File: src/rtl/d_ff_pipeline_with_ce_and_clear_if.sv
// rtl/d_ff_pipeline_with_ce_and_clear_if.sv - signal bundle for the CE/clear delay line
// D_PIPE_STALL_COUNT_EN adds the stall_cnt output to the bundle.
interface d_ff_pipeline_with_ce_and_clear_if #(
  parameter int WIDTH = 8,
  parameter int DEPTH = 4
);
  localparam int OCC_W = $clog2(DEPTH + 1);

  logic             ce;
  logic             clr;
  logic [WIDTH-1:0] D;
  logic             D_valid;
  logic [WIDTH-1:0] Q;
  logic             Q_valid;
  logic [OCC_W-1:0] occupancy;
`ifdef D_PIPE_STALL_COUNT_EN
  logic [15:0]      stall_cnt;

  modport master (output ce, clr, D, D_valid,
                  input  Q, Q_valid, occupancy, stall_cnt);
  modport slave  (input  ce, clr, D, D_valid,
                  output Q, Q_valid, occupancy, stall_cnt);
`else
  modport master (output ce, clr, D, D_valid,
                  input  Q, Q_valid, occupancy);
  modport slave  (input  ce, clr, D, D_valid,
                  output Q, Q_valid, occupancy);
`endif
endinterface

File: src/rtl/d_ff_pipeline_with_ce_and_clear.sv
// rtl/d_ff_pipeline_with_ce_and_clear.sv - WIDTH x DEPTH delay line with CE, sync clear and occupancy
// D_PIPE_STALL_COUNT_EN adds a saturating count of stalled edges with data in flight.
module d_ff_pipeline_with_ce_and_clear #(
  parameter int WIDTH = 8,
  parameter int DEPTH = 4
) (
  input logic                              Clk,
  input logic                              reset,
  d_ff_pipeline_with_ce_and_clear_if.slave bus
);
  localparam int OCC_W = $clog2(DEPTH + 1);

  logic [WIDTH-1:0] stage_q [DEPTH];
  logic [WIDTH-1:0] stage_d [DEPTH];
  logic [DEPTH-1:0] valid_q, valid_d;
  logic [OCC_W-1:0] occ_q, occ_d;

  always_comb begin
    stage_d = stage_q;
    valid_d = valid_q;
    occ_d   = occ_q;
    if (bus.clr) begin
      for (int i = 0; i < DEPTH; i++) stage_d[i] = '0;
      valid_d = '0;
      occ_d   = '0;
    end else if (bus.ce) begin
      // bubbles are zero-filled so Q never shows stale data
      stage_d[0] = bus.D_valid ? bus.D : '0;
      valid_d[0] = bus.D_valid;
      for (int i = 1; i < DEPTH; i++) begin
        stage_d[i] = stage_q[i-1];
        valid_d[i] = valid_q[i-1];
      end
      occ_d = occ_q + OCC_W'(bus.D_valid) - OCC_W'(valid_q[DEPTH-1]);
    end
  end

  always_ff @(posedge Clk or negedge reset) begin
    if (!reset) begin
      for (int i = 0; i < DEPTH; i++) stage_q[i] <= '0;
      valid_q <= '0;
      occ_q   <= '0;
    end else begin
      stage_q <= stage_d;
      valid_q <= valid_d;
      occ_q   <= occ_d;
    end
  end

  assign bus.Q         = stage_q[DEPTH-1];
  assign bus.Q_valid   = valid_q[DEPTH-1];
  assign bus.occupancy = occ_q;

`ifdef D_PIPE_STALL_COUNT_EN
  logic [15:0] stall_q, stall_d;

  always_comb begin
    stall_d = stall_q;
    if (bus.clr) begin
      stall_d = '0;
    end else if (!bus.ce && (occ_q != '0) && (stall_q != 16'hFFFF)) begin
      stall_d = stall_q + 16'd1;
    end
  end

  always_ff @(posedge Clk or negedge reset) begin
    if (!reset) stall_q <= '0;
    else        stall_q <= stall_d;
  end

  assign bus.stall_cnt = stall_q;
`endif

  ce_clr_known_a : assert property (@(posedge Clk) disable iff (!reset)
                                    !$isunknown({bus.ce, bus.clr}));
endmodule
File: src/flat_wrapper.sv
// flat-port wrapper written by rule: the top's interface ports become plain ports
module d_ff_pipeline_with_ce_and_clear_flat 
#(
  parameter int WIDTH = 8,
  parameter int DEPTH = 4
)
  (Clk, reset, bus_ce, bus_clr, bus_D, bus_D_valid, bus_Q, bus_Q_valid, bus_occupancy);
  d_ff_pipeline_with_ce_and_clear_if #(.WIDTH(WIDTH), .DEPTH(DEPTH)) bus_i ();
  input logic Clk;
  input logic reset;
  input wire logic [$bits(bus_i.ce)-1:0] bus_ce;
  input wire logic [$bits(bus_i.clr)-1:0] bus_clr;
  input wire logic [$bits(bus_i.D)-1:0] bus_D;
  input wire logic [$bits(bus_i.D_valid)-1:0] bus_D_valid;
  output wire logic [$bits(bus_i.Q)-1:0] bus_Q;
  output wire logic [$bits(bus_i.Q_valid)-1:0] bus_Q_valid;
  output wire logic [$bits(bus_i.occupancy)-1:0] bus_occupancy;
  assign bus_i.ce = bus_ce;
  assign bus_i.clr = bus_clr;
  assign bus_i.D = bus_D;
  assign bus_i.D_valid = bus_D_valid;
  assign bus_Q = bus_i.Q;
  assign bus_Q_valid = bus_i.Q_valid;
  assign bus_occupancy = bus_i.occupancy;
  d_ff_pipeline_with_ce_and_clear #(.WIDTH(WIDTH), .DEPTH(DEPTH)) u_core (.Clk(Clk), .reset(reset), .bus(bus_i));
endmodule
File: config.mk
export PLATFORM = sky130hd
export DESIGN_NAME = d_ff_pipeline_with_ce_and_clear_flat
export DESIGN_NICKNAME = d
export VERILOG_FILES = /design/src/rtl/d_ff_pipeline_with_ce_and_clear_if.sv /design/src/rtl/d_ff_pipeline_with_ce_and_clear.sv /design/src/flat_wrapper.sv
export SDC_FILE = /design/constraint.sdc
export NUM_CORES = 1
export LEC_CHECK = 0
export ABC_CLOCK_PERIOD_IN_PS = 4900
export CAP_MARGIN = 20
export CORE_MARGIN = 1.5
export CORE_UTILIZATION = 50
export DETAILED_ROUTE_END_ITERATION = 8
export GPL_TIMING_DRIVEN = 0
export PLACE_DENSITY = 0.74
export SLEW_MARGIN = 5
export SYNTH_ARGS = -nofsm -noshare
export SYNTH_HDL_FRONTEND = slang
export SYNTH_SLANG_ARGS = --single-unit
File: constraint.sdc
create_clock -name Clk -period 4.9 [get_ports Clk]
set_clock_uncertainty 0.05 [all_clocks]
set_input_delay 0.735 -clock Clk [delete_from_list [all_inputs] [get_ports Clk]]
set_output_delay 0.735 -clock Clk [all_outputs]
set_load 0.02 [all_outputs]
Word-level counts from Yosys, hierarchy flattened
Cells that the tools add are included.
- add/sub/neg operators: 2
- mux-type cells: 7
- reduce and logical (&&, ||, !) cells: 1
- operator list (operator ; count):
    $mux 32 ; 2
    $mux 4 ; 2
    $mux 8 ; 1
    $mux 3 ; 2
    $add 3x1->3 ; 1
    $sub 3x1->3 ; 1
    $reduce_bool 2->1 ; 1
- flip-flop bits (word level): 39
- input port bits: 13
- output and inout port bits: 12
- word-level logic and storage cells: 16

Depth between registers and ports, before layout
Gate-level depths: netlist of run 1.
- word-level depth: 4
- mapped depth: 9
- gate-level depth less buffers: 9

Worst setup path after synthesis of run 1
Ideal clock, no wire load.
- path kind: flip-flop to flip-flop
- from: register u_core.occ_q[0], in the netlist u_core.bus.occupancy[0]
- to: register u_core.occ_q[2], in the netlist u_core.bus.occupancy[2]
- setup time: 120 ps
- arrival: 1780 ps
- required time: 4730 ps
- setup slack: 2950 ps
- cell stages (with the launch flop): 10
- path buffers: 0
- period minus slack after synthesis: 1950 ps
- cell sequence: dfrtp_1 inv_1 ha_1 inv_1 ha_1 inv_1 fa_1 xor2_1 a21oi_1 a31o_1
- longest elaborated chain between the ends: 4
- RTL lines (item ; line ; source):
    start, declared ; d_ff_pipeline_with_ce_and_clear.sv:16 ; logic [OCC_W-1:0] occ_q, occ_d;
    start signal, assigned ; d_ff_pipeline_with_ce_and_clear.sv:42 ; occ_q <= '0;
    start signal, assigned ; d_ff_pipeline_with_ce_and_clear.sv:46 ; occ_q <= occ_d;
    $add 3x1->3 ; d_ff_pipeline_with_ce_and_clear.sv:34 ; occ_d = occ_q + OCC_W'(bus.D_valid) - OCC_W'(valid_q[DEPTH-1]);
    $sub 3x1->3 ; d_ff_pipeline_with_ce_and_clear.sv:34 ;
    $mux 3 ; d_ff_pipeline_with_ce_and_clear.sv:26 ; end else if (bus.ce) begin
    $mux 3 ; d_ff_pipeline_with_ce_and_clear.sv:22 ; if (bus.clr) begin
No other way between the ends. The select of a mux whose other input is x is not followed.
A chain may end at the register's enable or synchronous reset.

Worst setup path in the final report of run 1
- from: register u_core.occ_q[1], in the netlist u_core.bus.occupancy[1]
- to: output bus_occupancy[1]
- RTL lines (item ; line ; source):
    end, declared ; flat_wrapper.sv:17 ; output wire logic [$bits(bus_i.occupancy)-1:0] bus_occupancy;
No word-level cell between the ends.

==> results_dict.tcl, run 1 <==
set metrics [dict create \
    ys_warn_count 0 \
    rows 21 \
    synth.avg_cell_area_um2 11.35 \
    clock-sinks 39 \
    fin_nets 199 \
    grt_pass1_wl_mm 4.954 \
    final_hold_viol_count 0 \
    totalWireLength_mm 3.006 \
    crit_path_start "u_core.bus.occupancy[1]" \
    numCtsBuffers 5 \
    fp.coreArea_mm2 0.003337 \
    critPathLaunchType "flop" \
    min_period_over_period_pct 44.83 \
    required_ns 4.12 \
    antenna_found_initial 0 \
    path_delay_family "buffers and inverters" \
    ys_seq_elements 39 \
    synth_area_leader_cell "dfrtp_1" \
    synth_top_area_share_pct 56.20 \
    hold_buffers 0 \
    grt_max_degree 40 \
    die_w_um 61.94 \
    dp_cells 222 \
    path_cells "clkdlybuf4s50_1" \
    yosysSeqAreaShare_pct 56.20 \
    endpoint "bus_occupancy[1]" \
    period_minus_slack_ns 2.197 \
    cts.path.max_buffers 2 \
    setup_tns_ns 0 \
    worstPathBufferInverterCount 1 \
    instances_no_fill 229 \
    antenna_cells 0 \
    finalSetupViolCount 0 \
    placed_area_mm2 0.002019 \
    io_pins 25 \
    clkTransAtPathRegs_ns 0.10 \
    maxCapViolCount 0 \
    layout_commonest_cell "dfrtp_1" \
    ir_worst_vdd_mv 0.1841 \
    maxSlewHeadroom_pct 44.96 \
    fp.dieArea_mm2 0.003836 \
    vias_per_cell 5.026 \
    layout_common_cells "dfrtp_1 (39), nor2_1 (31), mux2i_1 (30)" \
    synth_area_mm2 0.001737 \
    r2r-start "u_core.bus.occupancy[0]" \
    syn_inst 153 \
    antenna_left 0 \
    clock_latency_ns 0.34 \
    p_leak_nw 1.054 \
    cp.depth 1 \
    cts_root_buf "clkbuf_4" \
    synth_area_leaders "dfrtp_1 (56%), mux2i_1 (17%), nor2_1 (6.7%)" \
    worst_slack_ns 2.703 \
    cts_tree "built" \
    cp_max_fo 4 \
    worst-setup-path-type "flop to output pin" \
    final_cell_area_mm2 0.002091 \
    start_util_pct 52.04 \
    die_y_um 61.94 \
    rrSetupSlack_ns 2.98 \
    top_usage_layer "met2" \
    detail_route.wl_per_cell_um 13.13 \
    post_cts_buffers 0 \
    reg2reg_to "u_core.bus.occupancy[2]" \
    first_pass_iters 4 \
    max_freq_mhz 455.2 \
    utilization_pct 62.65 \
    place.gp.congestion 0.7539 \
    use_met3_pct 6.418 \
    outcome "complete, no violations" \
    hp-class "input port to async pin" \
    grt_pass1_vias 1093 \
    rsz0062_at_grt "no" \
    cpMaxStageDelayCell "clkdlybuf4s50_1" \
    ff2ff_path_depth 9 \
    numPortBuffers 23 \
    crit_arrival_ns 1.41 \
    drtIter0Drc 43 \
    hpwl_mm 2.147 \
    areaGrowthSynthToFinish_pct 20.39 \
    vias 1151 \
    syn-num-nets 169 \
    grt_usage_pct 18.65 \
    use_met1_pct 22.48 \
    critPathMaxStageDelay_ns 0.64 \
    drive_above_1_share_pct 12.57 \
    cts_resized 0 \
    power_density_mw_per_mm2 284.0 \
    use_met2_pct 30.53 \
    dp_slack_ns 2.500 \
    worst_slew_pin_slew_ns 0.8257 \
    yosysUniqueCellTypes 15 \
    gr-total-overflow 0 \
    slew_violations 0 \
    drc_errors 0 \
    h-tree-depth 2 \
    crit_path_end_kind "output pin" \
]
-- area by class of cell --
cell class,instances,area [µm²]
Buffer,18,125.1
Clock buffer,6,41.29
Clock inverter,1,30.03
Fill cell,298,1246
Inverter,4,15.01
Multi-Input combinational cell,92,620.6
Sequential cell,39,975.9
Tap cell,46,57.56
Timing Repair Buffer,23,225.2
-- cell families (layout without fill, tap and decap cells) --
group	Yosys count	after routing	synth area share (%)
adders and majority gates	3	3	2.593
DFF	39	39	56.20
AOI/OAI and AO/OA	10	10	3.098
xor gates and xnor gates	1	1	0.5044
and+or+nand+nor	48	48	12.25
muxes	30	30	17.29
buffers and inverters	22	52	8.069
-- synthesized netlist by cell type, drive strengths merged --
library cell,instances
mux2i,30
ha,2
fa,1
nand3,8
nor2,31
dfrtp,39
xor2,1
clkbuf,2
buf,16
a31o,1
a21oi,9
inv,4
nand2b,9
-- where the power goes --
part,switching (mW),internal (mW)
Sequential,0.00463,0.329
Combinational,0.0327,0.0277
Clock,0.0949,0.105
-- stage by stage --
stage                     hold slack [ns]  power (mW)
after detailed placement           0.4617      0.4012
after floorplan                    0.3894      0.3734
final                              0.4372      0.5937
after CTS                          0.4565      0.6018
after global placement             0.4502      0.3991
after global routing               0.4819      0.6244
-- how the worst min path moves through the flow --
stage,endpoint,slack (ns)
floorplan,u_core.bus.Q[0],0.39
global placement,u_core.stage_q[12],0.45
detailed placement,u_core.stage_q[19],0.46
CTS,u_core.stage_q[29],0.46
global route,u_core.bus.Q[5],0.48
finish,u_core.bus.Q[5],0.44
-- registers in the layout, summed over array words and instances (netlist names) --
register / count
u_core.bus.occupancy: 3
u_core.valid_q: 4
u_core.bus.Q: 8
u_core.stage_q: 24
-- per-layer routing --
layer | wire [µm] | share of wire [%] | vias to the layer above
met5 | 0 | 0 | -
met4 | 62 | 2.1 | 0
met3 | 129 | 4.3 | 7
met2 | 1535 | 51 | 23
met1 | 1279 | 43 | 566
li1 | - | - | 555
(Power assumes the default switching activity.)
==> run 2, diff against run 1 <==
- ABC_CLOCK_PERIOD_IN_PS: 4900 -> 2100
- clock period: 4.9 -> 2.1 ns (I/O delays scaled with it)
==> results of run 2 <==
Same layout as run 1 (identical final DEF). Status: complete, no violations.
Main changes from that run: setup slack after placement 2.500 ns -> 0.1196 ns; clock-pin slew on the worst setup and hold paths 0.10 ns -> 0.11 ns; setup slack after layout 2.703 ns -> 0.1807 ns; hold slack 0.4372 ns -> 0.01718 ns; start point of the critical path u_core.bus.occupancy[1] -> u_core.bus.occupancy[0]; end point of the critical path bus_occupancy[1] -> u_core.bus.occupancy[2]; register-to-register setup slack 2.98 ns -> 0.18 ns; total power 0.5937 mW -> 1.385 mW; worst IR drop on VDD 0.1841 mV -> 0.4296 mV
